--- src/rtl/jt51_so_pkg.sv ---
// Frame layout constants and lock-FSM encoding shared by the YM3012 serial receiver.
// Pure declarations; no logic, no latency, no flow control.
package jt51_so_pkg;
    localparam int FRAME_BITS = 16;
    localparam int MAN_LSB    = 3;
    localparam int MAN_W      = 10;
    localparam int EXP_LSB    = 13;
    localparam int EXP_W      = 3;
    localparam int CNT_W      = 5;

    typedef enum logic [1:0] {
        HUNT   = 2'd0,
        GOT_L  = 2'd1,
        LOCKED = 2'd2
    } so_state_t;

    function automatic logic [CNT_W-1:0] cnt_inc(input logic [CNT_W-1:0] c);
        return (c == {CNT_W{1'b1}}) ? c : c + 1'b1;
    endfunction
endpackage

--- src/rtl/jt51_so_sync.sv ---
// Input synchroniser plus cen-qualified edge detect; level lags din by SYNC_STAGES clk.
// rise/fall are combinational and only valid on cen cycles; no backpressure.
module jt51_so_sync #(
    parameter int SYNC_STAGES = 2
) (
    input  logic clk,
    input  logic rst,
    input  logic cen,
    input  logic din,
    output logic level,
    output logic rise,
    output logic fall
);
    logic [SYNC_STAGES-1:0] chain;
    logic                   prev;

    always_ff @(posedge clk) begin
        if (rst) begin
            chain <= '0;
            prev  <= 1'b0;
        end else begin
            chain <= {chain[SYNC_STAGES-2:0], din};
            if (cen) prev <= level;
        end
    end

    assign level = chain[SYNC_STAGES-1];
    assign rise  = cen & level & ~prev;
    assign fall  = cen & ~level & prev;
endmodule

--- src/rtl/jt51_so_rx.sv ---
// YM3012-style serial DAC receiver: deserialises SH1/SH2 framed SO bits into man/exp pairs.
// Outputs, sample and frame_err update 1 clk after the cen tick that sees a strobe fall; no backpressure.
module jt51_so_rx
    import jt51_so_pkg::*;
#(
    parameter int SYNC_STAGES = 2,
    parameter int LOCK_FRAMES = 2
) (
    input  logic             clk,
    input  logic             rst,
    input  logic             cen,
    input  logic             so,
    input  logic             sh1,
    input  logic             sh2,
    output logic [MAN_W-1:0] left_man,
    output logic [EXP_W-1:0] left_exp,
    output logic [MAN_W-1:0] right_man,
    output logic [EXP_W-1:0] right_exp,
    output logic             sample,
    output logic             locked,
    output logic             frame_err
);
    localparam logic [1:0]       FLUSH_N = 2'(SYNC_STAGES);
    localparam logic [2:0]       LOCK_N  = 3'(LOCK_FRAMES);
    localparam logic [CNT_W-1:0] GOOD_N  = CNT_W'(FRAME_BITS);

    logic so_lvl, sh1_lvl, sh2_lvl, sh1_fall, sh2_fall;
    logic so_rise_unused, so_fall_unused, sh1_rise_unused, sh2_rise_unused;

    jt51_so_sync #(.SYNC_STAGES(SYNC_STAGES)) u_sync_so (
        .clk(clk), .rst(rst), .cen(cen), .din(so),
        .level(so_lvl), .rise(so_rise_unused), .fall(so_fall_unused)
    );
    jt51_so_sync #(.SYNC_STAGES(SYNC_STAGES)) u_sync_sh1 (
        .clk(clk), .rst(rst), .cen(cen), .din(sh1),
        .level(sh1_lvl), .rise(sh1_rise_unused), .fall(sh1_fall)
    );
    jt51_so_sync #(.SYNC_STAGES(SYNC_STAGES)) u_sync_sh2 (
        .clk(clk), .rst(rst), .cen(cen), .din(sh2),
        .level(sh2_lvl), .rise(sh2_rise_unused), .fall(sh2_fall)
    );

    logic [FRAME_BITS-1:0] sr;
    logic [CNT_W-1:0]      cnt;
    logic [1:0]            flush;
    logic                  armed, poison, want_r;
    logic [2:0]            lock_cnt, lock_nx;
    so_state_t             state, state_nx;
    logic                  want_r_nx, smp_nx;
    logic                  unused_bits;

    assign unused_bits = sr[0];

    // armed only after a cen tick with both strobes low, so a frame cut by reset is never counted
    logic tick, both, any, conflict_new, eof, good, good_l, good_r, bad;
    assign tick         = cen & armed;
    assign both         = sh1_lvl & sh2_lvl;
    assign any          = sh1_lvl | sh2_lvl;
    assign conflict_new = tick & both & ~poison;
    assign eof          = tick & (sh1_fall | sh2_fall) & ~poison;
    assign good         = eof & (cnt == GOOD_N);
    assign good_l       = good & sh1_fall;
    assign good_r       = good & sh2_fall;
    assign bad          = conflict_new | (eof & ~good);

    always_comb begin
        state_nx  = state;
        lock_nx   = lock_cnt;
        want_r_nx = want_r;
        smp_nx    = 1'b0;
        if (bad) begin
            state_nx  = HUNT;
            lock_nx   = '0;
            want_r_nx = 1'b0;
        end else if (good_l || good_r) begin
            case (state)
                HUNT: begin
                    if (good_l) state_nx = GOT_L;
                    else        lock_nx  = '0;
                end
                GOT_L: begin
                    if (good_r) begin
                        lock_nx = 3'(lock_cnt + 3'd1);
                        if (3'(lock_cnt + 3'd1) >= LOCK_N) begin
                            state_nx  = LOCKED;
                            want_r_nx = 1'b0;
                            smp_nx    = 1'b1;
                        end else begin
                            state_nx = HUNT;
                        end
                    end
                end
                LOCKED: begin
                    if (good_l && !want_r) begin
                        want_r_nx = 1'b1;
                    end else if (good_r && want_r) begin
                        want_r_nx = 1'b0;
                        smp_nx    = 1'b1;
                    end else begin
                        state_nx  = HUNT;
                        lock_nx   = '0;
                        want_r_nx = 1'b0;
                    end
                end
                default: state_nx = HUNT;
            endcase
        end
    end

    always_ff @(posedge clk) begin
        if (rst) begin
            sr        <= '0;
            cnt       <= '0;
            flush     <= '0;
            armed     <= 1'b0;
            poison    <= 1'b0;
            want_r    <= 1'b0;
            lock_cnt  <= '0;
            state     <= HUNT;
            left_man  <= '0;
            left_exp  <= '0;
            right_man <= '0;
            right_exp <= '0;
            sample    <= 1'b0;
            locked    <= 1'b0;
            frame_err <= 1'b0;
        end else begin
            if (flush != FLUSH_N) flush <= flush + 2'd1;
            if (cen && flush == FLUSH_N && !any) armed <= 1'b1;

            if (tick) begin
                if (any) sr <= {so_lvl, sr[FRAME_BITS-1:1]};
                // an overlap poisons everything until both strobes have gone low again
                if (both) begin
                    cnt    <= '0;
                    poison <= 1'b1;
                end else if (sh1_fall || sh2_fall) begin
                    cnt <= any ? CNT_W'(1) : '0;
                end else if (any) begin
                    cnt <= cnt_inc(cnt);
                end
                if (poison && !any) poison <= 1'b0;
            end

            if (good_l) begin
                left_man <= sr[MAN_LSB +: MAN_W];
                left_exp <= sr[EXP_LSB +: EXP_W];
            end
            if (good_r) begin
                right_man <= sr[MAN_LSB +: MAN_W];
                right_exp <= sr[EXP_LSB +: EXP_W];
            end

            state     <= state_nx;
            lock_cnt  <= lock_nx;
            want_r    <= want_r_nx;
            sample    <= smp_nx;
            frame_err <= bad;
            locked    <= (state_nx == LOCKED);
        end
    end
endmodule

--- config.mk ---
export PLATFORM = sky130hd
export DESIGN_NAME = jt51_so_rx
export DESIGN_NICKNAME = d
export VERILOG_FILES = /design/src/rtl/jt51_so_pkg.sv /design/src/rtl/jt51_so_sync.sv /design/src/rtl/jt51_so_rx.sv
export SDC_FILE = /design/constraint.sdc
export NUM_CORES = 1
export LEC_CHECK = 0
export BUFFER_PORTS_ARGS = -buffer_cell sky130_fd_sc_hd__buf_2
export CAP_MARGIN = 20
export CELL_PAD_IN_SITES_DETAIL_PLACEMENT = 1
export CELL_PAD_IN_SITES_GLOBAL_PLACEMENT = 2
export CORE_MARGIN = 10
export CORE_UTILIZATION = 34
export DETAILED_ROUTE_END_ITERATION = 6
export GPL_ROUTABILITY_DRIVEN = 0
export GPL_TIMING_DRIVEN = 0
export PLACE_DENSITY_LB_ADDON = 0.15
export SLEW_MARGIN = 10
export SYNTH_ARGS = -nofsm -noshare
export SYNTH_HDL_FRONTEND = slang
export SYNTH_HIERARCHICAL = 1
export SYNTH_SLANG_ARGS = --single-unit
export TNS_END_PERCENT = 100
--- constraint.sdc ---
create_clock -name clk -period 2.4 [get_ports clk]
set_input_delay 0.24 -clock clk [delete_from_list [all_inputs] [get_ports clk]]
set_output_delay 0.24 -clock clk [all_outputs]
set_load 0.02 [all_outputs]
# == Word level (Yosys, flattened, before mapping) ==
# Index checks and enable logic that the tools add are counted.
# classes
n_mux,29
add_sub_neg,3
bitwise_logic,22
n_lt_le_gt_ge,1
eq_ne,13
reduce_logical,21
# op_table
operator,count
$mux W5,4
$and A1 B1 Y1,14
$mux W2,7
$mux W3,4
$ne A2 B2 Y1 const B,6
$eq A5 B5 Y1 const B,2
$mux W1,10
$pmux W3 S3,1
$eq A2 B2 Y1 const B,3
$pmux W2 S3,1
$reduce_and A6 Y1,1
$reduce_bool A3 Y1,2
$add A5 B1 Y5 const B,1
$logic_and A1 B1 Y1,5
$not A1 Y1,5
$pmux W1 S2,2
$reduce_and A2 Y1,2
$reduce_and A4 Y1,1
$reduce_bool A2 Y1,2
$add A3 B1 Y3 const B,1
$ge A3 B2 Y1 const B,1
$ne A3 B3 Y1 const B,1
$or A1 B1 Y1,3
$reduce_and A3 Y1,1
other kinds (7),9
# totals
wordCells,109
input_bits,6
regBits,68

# == Longest topological paths before layout ==
# Gate-level depths: netlist (run 1).
# logic_depth
word_depth,15
mapped_depth,8

# == Hierarchy ==
# The synthesis (run 1) kept the hierarchy.
# modules_own_cells
mod,cells_per_inst,instances,area_per_inst_um2,seq_area_each_um2
jt51_so_rx,303,1,2407.3,1141.1
jt51_so_sync,10,3,111.4,60.1

# == Worst setup path after synthesis (run 1) ==
# Ideal clock, no wire load.
# synth_timing
kind,register to register
start,register cnt[0]
end,register cnt[3]
slack_ns,0.476
arrival_ns,1.853
period_less_slack_ns,1.924
stages_incl_launch_ff,9
setup_time_ns,0.071
cell_sequence,dfxtp_1 ha_1 and3_1 ha_1 a21boi_1 o21ai_2 nand3_2 or4_1 a21oi_1
# synth_via
elab_chain_len,5
word_cells_on_any_way,8
# synth_rtl
element,line_no,rtl
"start, declared",jt51_so_rx.sv:44,logic [CNT_W-1:0] cnt;
"start signal, assigned",jt51_so_rx.sv:138,cnt <= any ? CNT_W'(1) : '0;
"start signal, assigned",jt51_so_rx.sv:140,cnt <= cnt_inc(cnt);
$add A5 B1 Y5,jt51_so_pkg.sv:18,return (c == {CNT_W{1'b1}}) ? c : c + 1'b1;
$mux W5,jt51_so_pkg.sv:18,
$mux W5,jt51_so_rx.sv:139,end else if (any) begin
$mux W5,jt51_so_rx.sv:137,end else if (sh1_fall || sh2_fall) begin
$mux W5,jt51_so_rx.sv:134,if (both) begin
# Parallel ways exist; a longest one is shown, timed or not. The select of a mux whose other input is x is not followed.
# A chain may end at the register's enable or synchronous reset.

# == Final worst setup path (run 1) ==
# Same ends and word-level chain as after synthesis.

==> impl_metrics.json, run 1 <==
{
  "status": "finished, final reports clean",
  "slowest_delay_ps": 530,
  "fin_skew_ps": 6.01,
  "drive_gt1_share_pct": 17.6,
  "routed-via-count": 2264,
  "cap_violations": 0,
  "r2r_setup_slack_ps": 270,
  "htree_num_levels": 3,
  "start_util_pct": 34.8,
  "crit_chain": "ha_1, and3_1, ha_1, a21boi_1, o21ai_2, nand3_2, or4_1, a21oi_1",
  "drc": 0,
  "fmax_mhz": 469,
  "holdPathEnd": "u_sync_sh1/chain[0]$_SDFF_PP0_",
  "worstRegToRegCells": 8,
  "clk_pin_slew_ps": 70,
  "syn_area_per_cell_sq_um": 8.23,
  "area_growth_pct": 19.4,
  "mostFrequentLayoutCells": "nand2_1 (92), dfxtp_1 (65), a21oi_1 (49)",
  "fin_tns_setup_ps": 0,
  "post_cts_buffers": 0,
  "dr.pass1.iters": 4,
  "holdPathStages": 2,
  "clock_latency_ps": 340,
  "arrival_ps": 2400,
  "dp_hpwl_mm": 5.05,
  "drtIter0Drc": 77,
  "required_ps": 2670,
  "synth_fp_nets": 341,
  "rows": 32,
  "die_h_um": 109,
  "cp-start-kind": "flop",
  "dp.cells": 461,
  "rsz0062_at_grt": "no",
  "period_share_pct": 88.8,
  "crit_fanout": 6,
  "slowest_stage": "or4_1",
  "grt_antenna_before_repair": 0,
  "grt_pass1_vias": 2316,
  "critical_path_class": "reg -> reg",
  "final_common_cell": "nand2_1",
  "ant_nets": 0,
  "grt_pass1_wl_mm": 11.5,
  "die_w_um": 109,
  "cp_common_cell": "ha_1",
  "power.density_mw_per_mm2": 707,
  "netlist_instances": 325,
  "grt_overflow": 0,
  "min_period_ps": 2130,
  "critPathCaptureType": "flop",
  "port_buffers": 34,
  "ctsLongestPathBuffers": 2,
  "min-delay-start": "sh1",
  "core-area_sq_mm": 0.00769,
  "worst_hold_path_type": "in -> reg",
  "wl_per_cell_um": 14.4,
  "syn_area_sq_mm": 0.00268,
  "fin_util_pct": 41.5,
  "power.leakage_uw": 0.00123,
  "grt_max_degree": 13,
  "nets": 386,
  "track_usage_pct": 12.3,
  "yosysWarnings": 6,
  "holdBufCountCts": 0,
  "diodes": 0,
  "r2r_start": "cnt[0]$_SDFFE_PP0P_",
  "peakVddDrop_uv": 455,
  "slew_headroom_pct": 60.8,
  "holdWs_ps": 105,
  "viasPerCell": 4.75,
  "finalSetupViolations": 0,
  "wl_mm": 6.85,
  "cts_resized": 0,
  "finalMaxSlewViolations": 0,
  "clock_sinks": 65,
  "pin_count": 35,
  "cts_tree": "built",
  "dieArea_sq_mm": 0.0118,
  "numCtsBuffers": 9,
  "r2r-end": "cnt[3]$_SDFFE_PP0P_",
  "fin_cells": 477,
  "max_slew.worst_pin.slew_ps": 588,
  "cts-root-buf": "clkbuf_8",
  "hold_viol": 0
}
cell type report:
cell class	count	area [sq um]
clock inverters	6	92.6
repair buffers	34	170
multi-input cells	238	1290
inverters	9	33.8
clock buffers	10	128
flip-flops and latches	65	1300
well taps	102	128
plain buffers	13	53.8
fillers	954	4490
worst max-delay path, delay by kind of cell (launching register included):
kind / cells / cell delay, ps
adder cells (fa/ha/maj): 2 / 420
flip-flops: 1 / 350
AND/OR/NAND/NOR: 3 / 870
AO/OA/AOI/OAI: 3 / 420
worst max-delay path by stage:
stage / endpoint / startpoint / depth (start not counted) / slack, ps
3_3_place_gp: cnt[3]$_SDFFE_PP0P_ / cnt[0]$_SDFFE_PP0P_ / 8 / 300
5_1_grt: cnt[3]$_SDFFE_PP0P_ / cnt[0]$_SDFFE_PP0P_ / 8 / 100
4_1_cts: cnt[3]$_SDFFE_PP0P_ / cnt[0]$_SDFFE_PP0P_ / 8 / 250
2_1_floorplan: cnt[3]$_SDFFE_PP0P_ / cnt[0]$_SDFFE_PP0P_ / 8 / 480
6_report: cnt[3]$_SDFFE_PP0P_ / cnt[0]$_SDFFE_PP0P_ / 8 / 270
3_5_place_dp: cnt[3]$_SDFFE_PP0P_ / cnt[0]$_SDFFE_PP0P_ / 8 / 280
flip-flops by register name, summed over array words and instances, names as in the netlist, 2 cells and up:
register,cells
u_sync_so/chain,2
u_sync_sh2/chain,2
flush,2
right_exp,3
right_man,10
sr,13
u_sync_sh1/chain,2
state,2
lock_cnt,3
left_man,10
cnt,5
left_exp,3
power by group:
part	switching [uW]	internal [uW]	total [uW]
logic	71.1	44.5	116
registers	16.6	1100	1120
clock network	433	588	1020
per-stage QoR:
step | setup slack, ps | power [uW] | instance area (sq um)
final | 269 | 2260 | 3190
after global placement | 300 | 1260 | 2970
after floorplan | 476 | 1230 | 2680
after global routing | 104 | 2370 | 3190
after detailed placement | 277 | 1260 | 2970
after CTS | 248 | 2300 | 3190
layer usage:
layer | part of all wire [%] | wire, um | GRT usage (%) | vias up
li1 | - | - | - | 1176
met1 | 50 | 3400 | 15.4 | 1046
met2 | 44 | 2990 | 19.1 | 34
met3 | 5.3 | 361 | 4.60 | 8
met4 | 1.3 | 87 | 4.24 | 0
met5 | 0 | 0 | 0 | -
(Power assumes the default switching activity.)
==> inputs of run 2 (changes only) <==
PLACE_DENSITY_LB_ADDON = 0.3   (was 0.15)
==> impl_metrics.json, run 2 (same netlist as run 1, synthesis figures left out) <==
{
  "status": "finished, final reports clean",
  "holdBufCountCts": 0,
  "cap_violations": 0,
  "die_w_um": 109,
  "rsz0062_at_grt": "no",
  "cp-start-kind": "flop",
  "worst_hold_path_type": "in -> reg",
  "min-delay-start": "sh1",
  "critPathCaptureType": "flop",
  "track_usage_pct": 12.5,
  "r2r_start": "cnt[0]$_SDFFE_PP0P_",
  "crit_fanout": 6,
  "die_h_um": 109,
  "fin_cells": 477,
  "min_period_ps": 2140,
  "grt_overflow": 0,
  "clk_pin_slew_ps": 70,
  "core-area_sq_mm": 0.00769,
  "grt_pass1_wl_mm": 11.7,
  "start_util_pct": 34.8,
  "power.total_uw": 2380,
  "max_slew.worst_pin.slew_ps": 550,
  "power.leakage_uw": 0.00124,
  "cts_resized": 0,
  "grt_max_degree": 13,
  "critical_path_class": "reg -> reg",
  "fmax_mhz": 468,
  "routed-via-count": 2299,
  "slew_headroom_pct": 63.4,
  "finalSetupViolations": 0,
  "clock_sinks": 65,
  "layout_setup_ws_ps": 264,
  "ant_nets": 0,
  "power.density_mw_per_mm2": 740,
  "rows": 32,
  "required_ps": 2670,
  "fin_tns_setup_ps": 0,
  "post_cts_buffers": 0,
  "startpoint": "cnt[0]$_SDFFE_PP0P_",
  "fin_util_pct": 41.8,
  "fin_skew_ps": 10.4,
  "grt_pass1_vias": 2430,
  "cts-root-buf": "clkbuf_8",
  "wl_per_cell_um": 14.7,
  "clock_latency_ps": 350,
  "final_common_cell": "nand2_1",
  "mostFrequentLayoutCells": "nand2_1 (92), dfxtp_1 (65), a21oi_1 (49)",
  "htree_num_levels": 3,
  "finalMaxSlewViolations": 0,
  "drive_gt1_share_pct": 17.6,
  "wl_mm": 7.01,
  "arrival_ps": 2410,
  "diodes": 0,
  "drc": 0,
  "drtIter0Drc": 60,
  "regMostFlops": "sr",
  "dr.pass1.iters": 4,
  "area_growth_pct": 20.2,
  "dp.cells": 461,
  "pin_count": 35,
  "period_share_pct": 89.0,
  "grt_antenna_before_repair": 0,
  "port_buffers": 34,
  "ctsLongestPathBuffers": 2,
  "hold_viol": 0,
  "numCtsBuffers": 9,
  "cts_tree": "built",
  "largest_register_ffs": 13,
  "pre_cts_ws_ps": 295,
  "nets": 386,
  "peakVddDrop_uv": 395,
  "dp_hpwl_mm": 5.18,
  "dieArea_sq_mm": 0.0118,
  "viasPerCell": 4.82,
  "top_regs": "sr: 13 flops, left_man: 10 flops, right_man: 10 flops"
}
[run 2: cell count changes in the layout (fill, tap and decap cells not counted)]
cell	before	now
bufinv_16	2	3
clkinv_4	2	1
clkinvlp_4	2	1
inv_6	0	1
[run 2: where the power goes]
| group | internal (uW) | switching [uW] | leakage [uW] |
|---|---|---|---|
| clock | 696 | 445 | 0.000117 |
| sequential | 1100 | 17.4 | 0.000525 |
| combinational | 45.1 | 72.5 | 0.000599 |
[run 2: metal layers]
metal / vias to the layer above / track usage, % / wire length (um)
met1: 1089 / 14.5 / 3420
met4: 0 / 5.37 / 93
met3: 7 / 4.42 / 269
li1: 1175 / - / -
met5: - / 0 / 0
met2: 28 / 20.3 / 3230
[run 2: area by class of cell]
cell class,count,area [sq um]
Tap cell,102,128
Clock buffer,10,128
Timing Repair Buffer,34,170
Multi-Input combinational cell,238,1290
Sequential cell,65,1300
Buffer,13,53.8
Inverter,9,33.8
Fill cell,950,4470
Clock inverter,6,115
[run 2: per-stage QoR]
stage / area [sq um] / hold WS [ps]
floorplan: 2680 / 302
global placement: 2970 / 418
detailed placement: 2970 / 431
CTS: 3220 / 93.6
global route: 3220 / 89.3
finish: 3220 / 107
[run 2: path summary, 6_finish.rpt]
path / to / slack, ps / depth (start not counted)
worst min-delay path: u_sync_sh1/chain[0]$_SDFF_PP0_ / 110 / 2
worst max-delay path: cnt[3]$_SDFFE_PP0P_ / 260 / 8
worst max register to register: cnt[3]$_SDFFE_PP0P_ / 260 / 8
worst min register to register: sr[15]$_SDFFE_PP0P_ / 440 / 2
[run 2: critical path, stage by stage, from the launching register on]
cell and delay (ps):
dfxtp_1 350, ha_1 240, and3_1 190, ha_1 180
a21boi_1 130, o21ai_2 150, nand3_2 160, or4_1 530
a21oi_1 130
